==> config.mk <==
export PLATFORM = sky130hd
export DESIGN_NAME = dmem_bus_bridge
export DESIGN_NICKNAME = d
export VERILOG_FILES = /design/src/rtl/dmem_bus_bridge.sv
export SDC_FILE = /design/constraint.sdc
export NUM_CORES = 1
export LEC_CHECK = 0
export CAP_MARGIN = 30
export CORE_MARGIN = 2
export CORE_UTILIZATION = 36
export DETAILED_ROUTE_END_ITERATION = 6
export PLACE_DENSITY = 0.67
export SKIP_LAST_GASP = 1
export SYNTH_ARGS = -nofsm -noshare
export SYNTH_HDL_FRONTEND = slang
export SYNTH_SLANG_ARGS = --single-unit
==> constraint.sdc <==
create_clock -name iCLK -period 4.1 [get_ports iCLK]
set_input_delay 0.82 -clock iCLK [delete_from_list [all_inputs] [get_ports iCLK]]
set_output_delay 0.82 -clock iCLK [all_outputs]
set_load 0.01 [all_outputs]
==> src/rtl/dmem_bus_bridge.sv <==
// -----------------------------------------------------------------------------
// dmem_bus_bridge
//
// Bridges the 64-bit LEGv8 data port onto a 32-bit wait-stated memory bus.
// Each 64-bit access becomes up to two 32-bit beats: LO at addr+0 and HI at
// addr+4. A beat is skipped when its half of the byte enables is all zero.
// oStall holds the CPU until the access reaches DONE.
//
// Ports
//   iCLK, iRST        clock, synchronous active-high reset
//   iReadEnable       CPU load request
//   iWriteEnable      CPU store request (wins if both are high)
//   iAddress[63:0]    byte address, only [31:0] used, must be 8-byte aligned
//   iWriteData[63:0]  store data
//   iByteEnable[7:0]  byte lanes, bit n covers byte n
//   oReadData[63:0]   assembled load data, updated when a read reaches DONE
//   oStall            CPU must not advance while high
//   oMisaligned       one-cycle pulse, request rejected for misalignment
//   oTimeout          one-cycle pulse, a beat was aborted
//   oM*               registered 32-bit bus beat (address/data/BE/strobes)
//   iMReadData        beat read data
//   iMWaitRequest     slave not ready, beat is held
//   oDbgState         current FSM state (IDLE=0, LO=1, HI=2, DONE=3)
//
// Handshake: a beat is presented with oMRead or oMWrite high and all oM*
// fields stable; it completes in the first cycle where the strobe is high
// and iMWaitRequest is low, or is aborted once the wait counter has reached
// TIMEOUT_CYCLES and iMWaitRequest is still high.
// -----------------------------------------------------------------------------
module dmem_bus_bridge #(
    parameter int unsigned TIMEOUT_CYCLES = 16,
    parameter logic [31:0] ERR_DATA       = 32'h0000_0000
) (
    input  logic        iCLK,
    input  logic        iRST,
    input  logic        iReadEnable,
    input  logic        iWriteEnable,
    input  logic [63:0] iAddress,
    input  logic [63:0] iWriteData,
    input  logic [7:0]  iByteEnable,
    output logic [63:0] oReadData,
    output logic        oStall,
    output logic        oMisaligned,
    output logic        oTimeout,
    output logic [31:0] oMAddress,
    output logic [31:0] oMWriteData,
    output logic [3:0]  oMByteEnable,
    output logic        oMRead,
    output logic        oMWrite,
    input  logic [31:0] iMReadData,
    input  logic        iMWaitRequest,
    output logic [1:0]  oDbgState
);

    // Counter is wide enough to hold TIMEOUT_CYCLES itself.
    localparam int unsigned CW = $clog2(TIMEOUT_CYCLES + 2);
    localparam logic [CW-1:0] WAIT_MAX = CW'(TIMEOUT_CYCLES);

    typedef enum logic [1:0] {
        IDLE = 2'd0,
        LO   = 2'd1,
        HI   = 2'd2,
        DONE = 2'd3
    } state_t;

    state_t state, nextState;

    logic [31:0]   addrQ;
    logic [63:0]   wdataQ;
    logic [7:0]    beQ;
    logic          writeQ;
    logic [31:0]   loQ;
    logic [CW-1:0] waitCnt;

    logic        req, aligned, accept, inBeat, abort, beatDone;
    logic [31:0] beatData;
    logic [63:0] assembled;

    logic [31:0] srcAddr;
    logic [63:0] srcData;
    logic [7:0]  srcBe;
    logic        srcWrite;
    logic [31:0] mAddrNext, mDataNext;
    logic [3:0]  mBeNext;
    logic        mReadNext, mWriteNext;

    // Upper address bits are architecturally ignored.
    logic unusedAddrHi;
    assign unusedAddrHi = ^iAddress[63:32];

    // Request decode and beat completion
    always_comb begin
        req      = iReadEnable | iWriteEnable;
        aligned  = (iAddress[2:0] == 3'b000);
        accept   = (state == IDLE) && req && aligned && (iByteEnable != 8'h00);
        inBeat   = (state == LO) || (state == HI);
        abort    = inBeat && iMWaitRequest && (waitCnt == WAIT_MAX);
        beatDone = inBeat && (!iMWaitRequest || abort);
        beatData = abort ? ERR_DATA : iMReadData;
        // Combinational in IDLE so the request cycle itself is stalled.
        oStall   = accept || inBeat;
        oDbgState = state;
        // Only meaningful on the beat that enters DONE; a skipped LO leaves
        // loQ at the zero loaded on accept, a skipped HI contributes zero here.
        assembled = {(state == HI) ? beatData : 32'h0,
                     (state == LO) ? beatData : loQ};
    end

    // Next-state logic
    always_comb begin
        nextState = state;
        unique case (state)
            IDLE: if (accept) nextState = (iByteEnable[3:0] != 4'h0) ? LO : HI;
            LO:   if (beatDone) nextState = (beQ[7:4] != 4'h0) ? HI : DONE;
            HI:   if (beatDone) nextState = DONE;
            DONE: nextState = IDLE;
            default: nextState = IDLE;
        endcase
    end

    // Bus fields for the state being entered. From IDLE the request has not
    // been latched yet, so take it straight from the inputs.
    always_comb begin
        srcAddr    = (state == IDLE) ? iAddress[31:0] : addrQ;
        srcData    = (state == IDLE) ? iWriteData     : wdataQ;
        srcBe      = (state == IDLE) ? iByteEnable    : beQ;
        srcWrite   = (state == IDLE) ? iWriteEnable   : writeQ;
        mAddrNext  = 32'h0;
        mDataNext  = 32'h0;
        mBeNext    = 4'h0;
        mReadNext  = 1'b0;
        mWriteNext = 1'b0;
        unique case (nextState)
            LO: begin
                mAddrNext  = {srcAddr[31:3], 3'b000};
                mDataNext  = srcData[31:0];
                mBeNext    = srcBe[3:0];
                mReadNext  = !srcWrite;
                mWriteNext = srcWrite;
            end
            HI: begin
                mAddrNext  = {srcAddr[31:3], 3'b100};
                mDataNext  = srcData[63:32];
                mBeNext    = srcBe[7:4];
                mReadNext  = !srcWrite;
                mWriteNext = srcWrite;
            end
            default: ;
        endcase
    end

    always_ff @(posedge iCLK) begin
        if (iRST) begin
            state        <= IDLE;
            oReadData    <= 64'h0;
            oMAddress    <= 32'h0;
            oMWriteData  <= 32'h0;
            oMByteEnable <= 4'h0;
            oMRead       <= 1'b0;
            oMWrite      <= 1'b0;
            oMisaligned  <= 1'b0;
            oTimeout     <= 1'b0;
            waitCnt      <= '0;
            addrQ        <= 32'h0;
            wdataQ       <= 64'h0;
            beQ          <= 8'h0;
            writeQ       <= 1'b0;
            loQ          <= 32'h0;
        end else begin
            state        <= nextState;
            oMAddress    <= mAddrNext;
            oMWriteData  <= mDataNext;
            oMByteEnable <= mBeNext;
            oMRead       <= mReadNext;
            oMWrite      <= mWriteNext;
            oMisaligned  <= (state == IDLE) && req && !aligned;
            oTimeout     <= abort;

            if (accept) begin
                addrQ  <= iAddress[31:0];
                wdataQ <= iWriteData;
                beQ    <= iByteEnable;
                writeQ <= iWriteEnable;
                loQ    <= 32'h0;
            end
            if ((state == LO) && beatDone) loQ <= beatData;

            if (inBeat && (nextState == DONE) && !writeQ) oReadData <= assembled;

            // Fresh count on every beat entry; counts wait cycles within a beat.
            if (nextState != state)
                waitCnt <= '0;
            else if (inBeat && iMWaitRequest)
                waitCnt <= waitCnt + 1'b1;
        end
    end

endmodule

==> results of run 1 <==
[worst reg2reg max path: cells and delay by family (launching register included)]
kind,cells,cell delay (ns)
AO/OA/AOI/OAI,3,0.58
adder cells (fa/ha/maj),2,0.48
buffers and inverters,3,0.55
flip-flops,1,0.47
AND/OR/NAND/NOR,5,0.78
[cell type report]
| cell class | count | area [µm²] |
|---|---|---|
| clock inverters | 9 | 105 |
| multi-input cells | 876 | 5180 |
| clock buffers | 43 | 841 |
| diodes | 5 | 12.5 |
| fillers | 2884 | 15300 |
| inverters | 6 | 22.5 |
| repair buffers | 300 | 3020 |
| well taps | 396 | 495 |
| flip-flops and latches | 275 | 5510 |
[report_power, final]
| group | switching (mW) | internal [mW] | total [mW] |
|---|---|---|---|
| clock network | 1.08 | 1.54 | 2.62 |
| logic | 1.17 | 1.03 | 2.20 |
| registers | 0.0690 | 2.85 | 2.91 |
| total | 2.32 | 5.41 | 7.74 |
[flip-flops by register name (all words and copies together), names as in the netlist]
| name | count |
|---|---|
| writeQ | 1 |
| waitCnt | 5 |
| addrQ | 29 |
| oMisaligned | 1 |
| oMWrite | 1 |
| oTimeout | 1 |
| oMRead | 1 |
| oDbgState | 2 |
| oMByteEnable | 4 |
| beQ | 8 |
| oMAddress | 30 |
| oReadData | 64 |
| oMWriteData | 32 |
| wdataQ | 64 |
| loQ | 32 |
[placed cells by master, fill, tap and decap left out, types with 3 or more instances in the layout]
cell type	count
inv_1	6
nand2_1	208
xor2_1	3
nor3_1	41
clkbuf_16	31
nor2b_1	34
mux2_2	72
a32oi_1	32
mux2i_1	31
o21a_1	3
nand3_1	65
clkbuf_1	10
ha_2	3
a22oi_1	37
and2_1	3
diode_2	5
buf_4	18
clkinv_2	4
dfxtp_1	275
a311oi_1	32
buf_12	3
or3_1	5
clkdlybuf4s50_1	276
a21oi_1	134
nor2_1	135
ha_1	5
[kinds of logic after synthesis]
kind of cell	after synthesis	share of synthesized area, %
other	1	0.0337
AO/OA/AOI/OAI	250	14.8
multiplexers	103	10.1
flip-flops	275	49.4
adder cells (fa/ha/maj)	9	1.01
buffers and inverters	123	4.59
XOR/XNOR	4	0.314
AND/OR/NAND/NOR	508	19.8
[per-layer routing]
layer | GRT usage [%] | up-vias | part of all wire [%]
met3 | 4.44 | 52 | 6.3
li1 | - | 4841 | -
met1 | 26.0 | 4715 | 45
met2 | 30.5 | 289 | 46
met4 | 6.02 | 0 | 2.6
met5 | 0 | - | 0
[worst paths after layout]
path                                   start       endpoint  cells past startpoint
worst max-delay path             iAddress[1]         oStall                      5
worst min-delay path              wdataQ[17]     wdataQ[17]                      2
worst max register to register  oDbgState[0]  oReadData[50]                     13
worst min register to register    wdataQ[17]     wdataQ[17]                      2
==> flow_metrics.env, run 1 <==
export IMPL_outcome="completed"
export IMPL_place_congestion=0.770
export IMPL_maxCapViolations=0
export IMPL_period_needed_ns=3.54
export IMPL_start_util_pct=36.5
export IMPL_p_leak_nw=5.42
export IMPL_yosys_top_cells_area="dfxtp_1, mux2_2, nand2_1, a21oi_1, nor2_1"
export IMPL_routed_wirelength_mm=32.9
export IMPL_drive_gt1_share_pct=10.5
export IMPL_final_area_um2=15200
export IMPL_numCtsBuffers=31
export IMPL_ctsHoldBuffers=0
export IMPL_cp_slowest_cell="clkdlybuf4s50_1"
export IMPL_gr_total_overflow=0
export IMPL_rows=64
export IMPL_cts_buffer_depth=3
export IMPL_cts_root_buffer="clkbuf_16"
export IMPL_cpLargestDelayFamily="buffers and inverters"
export IMPL_antenna_found_initial=5
export IMPL_setup_slack_ns=0.559
export IMPL_place_inst=1852
export IMPL_maxSlewHeadroom_pct=38.8
export IMPL_yosysWarningCount=0
export IMPL_synth_edf_count=0
export IMPL_crit_required_ns=3.28
export IMPL_ant_nets=0
export IMPL_drc=0
export IMPL_hold_ws_ns=0.452
export IMPL_clock_fmax_mhz=282
export IMPL_grt_max_degree=165
export IMPL_post_dp_cell_area_um2=14200
export IMPL_path_clk_slew_ns=0.06
export IMPL_power_density_nw_per_um2=510
export IMPL_clock_latency_ns=0.56
export IMPL_path_max_fanout=3
export IMPL_cp_cell_sequence="clkdlybuf4s50_1, or3_4, a211o_4, nand2b_1, clkdlybuf4s50_1"
export IMPL_crit_type="in2out"
export IMPL_synth_cell_types=45
export IMPL_cts_resized=0
export IMPL_setup_viol=0
export IMPL_post_cts_buffers=0
export IMPL_post_route_util_pct=49.8
export IMPL_via_per_inst=5.18
export IMPL_skew_ns=0.0229
export IMPL_drt_iter0_markers=671
export IMPL_slowest_delay_ns=0.59
export IMPL_cts_max_level=1
export IMPL_arrival_ns=2.72
export IMPL_start_kind="input pin"
export IMPL_grt_usage_pct=19.2
export IMPL_crit_buf_inv=2
export IMPL_yosysTopAreaCellShare_pct=49.4
export IMPL_setup_worst_path_end_class="primary output"
export IMPL_first_global_vias=9226
export IMPL_firstDrtPassIters=5
export IMPL_place_ws_ns=0.316
export IMPL_ys_ff_latch=275
export IMPL_syn2layout_area_growth_pct=36.3
export IMPL_r2r_slack_ns=1.10
export IMPL_nNetsFinal=1672
export IMPL_vdd_drop_max_v=0.000372
export IMPL_yosysSeqAreaShare_pct=49.4
export IMPL_via_count=9897
export IMPL_yosysTopAreaCell="dfxtp_1"
export IMPL_ys_top_cells_by_count="dfxtp_1, nand2_1, nor2_1"
export IMPL_postSynthAreaPerCell_um2=8.75
export IMPL_synthArstFlopShare_pct=0
export IMPL_routedWlPerCell_um=17.2
export IMPL_clkSinkCount=275
export IMPL_p_total_mw=7.74
export IMPL_grt_pass1_wl_mm=51.7
export IMPL_core_area_um2=30500
export IMPL_tns_ns=0
export IMPL_worst_slew_pin_slew_ns=0.918
export IMPL_hold_viol_final=0
export IMPL_drv_slew=0
export IMPL_port_buffers=277
export IMPL_cp_common_cell="clkdlybuf4s50_1"
export IMPL_syn_area_um2=11100
export IMPL_die_h_um=180
export IMPL_min_path_type="reg2reg"
export IMPL_io_pins=312
export IMPL_synth_flop_cell="dfxtp_1"
export IMPL_postSynthCellCount=1273
export IMPL_die_area_um2=32400
export IMPL_final_cells=1910
export IMPL_rsz0062_at_grt="no"
export IMPL_tritoncts="built"
export IMPL_die_w_um=180
export IMPL_min_period_over_period_pct=86.4
export IMPL_synth_most_common_cell="dfxtp_1"
export IMPL_dp_hpwl_mm=20.2
(Power assumes the default switching activity.)
==> run 2, diff against run 1 <==
- CAP_MARGIN: 30 -> 20
- CTS_BUF_LIST: unset -> sky130_fd_sc_hd__clkbuf_16
==> flow_metrics.env, run 2 (same netlist as run 1, synthesis figures left out) <==
export IMPL_outcome="completed"
export IMPL_first_global_vias=9259
export IMPL_port_buffers=277
export IMPL_layout_common_cells="clkdlybuf4s50_1, dfxtp_1, nand2_1, nor2_1, a21oi_1"
export IMPL_power_density_nw_per_um2=508
export IMPL_nNetsFinal=1670
export IMPL_routed_wirelength_mm=32.9
export IMPL_grt_pass1_wl_mm=51.7
export IMPL_place_congestion=0.770
export IMPL_fill_cells=2913
export IMPL_die_w_um=180
export IMPL_path_max_fanout=3
export IMPL_hp_start="addrQ[27]"
export IMPL_cts_root_buffer="clkbuf_16"
export IMPL_grt_max_degree=165
export IMPL_maxSlewHeadroom_pct=30.1
export IMPL_numCtsBuffers=30
export IMPL_min_path_type="reg2reg"
export IMPL_p_leak_nw=5.42
export IMPL_cts_max_level=1
export IMPL_post_cts_buffers=0
export IMPL_ctsHoldBuffers=0
export IMPL_start_kind="input pin"
export IMPL_vdd_drop_max_v=0.000380
export IMPL_crit_required_ns=3.28
export IMPL_routedWlPerCell_um=17.2
export IMPL_period_needed_ns=3.56
export IMPL_rsz0062_at_grt="no"
export IMPL_post_dp_cell_area_um2=14200
export IMPL_hold_ws_ns=0.450
export IMPL_firstDrtPassIters=6
export IMPL_setup_worst_path_end_class="primary output"
export IMPL_syn2layout_area_growth_pct=36.0
export IMPL_antenna_found_initial=3
export IMPL_clock_latency_ns=0.57
export IMPL_path_clk_slew_ns=0.06
export IMPL_tns_ns=0
export IMPL_r2r_slack_ns=1.09
export IMPL_cts_resized=0
export IMPL_min_period_over_period_pct=86.8
export IMPL_ant_nets=0
export IMPL_hold_viol_final=0
export IMPL_drv_slew=0
export IMPL_crit_type="in2out"
export IMPL_drc=0
export IMPL_clock_fmax_mhz=281
export IMPL_via_per_inst=5.19
export IMPL_maxCapViolations=0
export IMPL_drive_gt1_share_pct=10.4
export IMPL_arrival_ns=2.74
export IMPL_reg_top3="oReadData: 64 flops, wdataQ: 64 flops"
export IMPL_via_count=9899
export IMPL_cts_buffer_depth=3
export IMPL_die_h_um=180
export IMPL_start_util_pct=36.5
export IMPL_clkSinkCount=275
export IMPL_core_area_um2=30500
export IMPL_whs_endpoint="addrQ[27]"
export IMPL_rows=64
export IMPL_worstReg2RegEnd="oReadData[40]"
export IMPL_hold_depth=2
export IMPL_skew_ns=0.0234
export IMPL_gr_total_overflow=0
export IMPL_tritoncts="built"
export IMPL_final_area_um2=15200
export IMPL_dp_hpwl_mm=20.1
export IMPL_r2r_cells=13
export IMPL_drt_iter0_markers=681
export IMPL_die_area_um2=32400
export IMPL_seqCellArea_um2=5510
export IMPL_setup_viol=0
export IMPL_layout_commonest_cell="clkdlybuf4s50_1"
export IMPL_multi_input_area_um2=5180
export IMPL_grt_usage_pct=19.2
export IMPL_worst_slew_pin_slew_ns=1.05
export IMPL_io_pins=312
export IMPL_r2r_start="oDbgState[0]"
==> run 2: power breakdown <==
| group | internal [mW] | switching (mW) |
|---|---|---|
| registers | 2.84 | 0.0691 |
| logic | 1.01 | 1.16 |
| clock network | 1.51 | 1.10 |
| total | 5.36 | 2.33 |
==> run 2: worst max path at each step <==
| stage | start | end | slack [ns] | cells after the start |
|---|---|---|---|---|
| floorplan | iAddress[1] | oReadData[27] | 0.89 | 13 |
| global route | iAddress[1] | oStall | 0.49 | 5 |
| finish | iAddress[1] | oStall | 0.54 | 5 |
| detailed placement | iAddress[1] | oReadData[9] | 0.31 | 12 |
| CTS | iAddress[1] | oStall | 0.54 | 5 |
| global placement | iAddress[1] | oReadData[9] | 0.34 | 12 |
==> run 2: layout make-up <==
cell class / instances / share of cell area (%)
Inverter: 6 / 0.149
Sequential cell: 275 / 36.3
Clock buffer: 30 / 4.95
Clock inverter: 23 / 1.30
Timing Repair Buffer: 299 / 19.8
Antenna cell: 4 / 0.0661
Tap cell: 396 / 3.27
Multi-Input combinational cell: 876 / 34.2
==> run 2: layer usage <==
metal  up-vias  GRT usage, %  wire length [µm]
li1       4842             -                 -
met1      4719          25.9             14500
met2       276          30.3             15200
met3        62          4.42              2100
met4         0          6.44              1090
met5         -             0                 0
==> run 2: worst max-delay path, stage by stage <==
cell,delay [ns]
clkdlybuf4s50_1,0.43
or3_4,0.45
a211o_4,0.34
nand2b_1,0.11
clkdlybuf4s50_1,0.60
==> run 2: per-stage QoR <==
step,setup slack [ns],power (mW),instances,util (%)
final,0.541,7.70,1909,49.7
after CTS,0.542,7.77,1904,49.5
after global placement,0.340,5.12,1851,46.4
after detailed placement,0.312,5.14,1851,46.4
after global routing,0.494,8.09,1908,49.7
after floorplan,0.887,4.34,1274,-
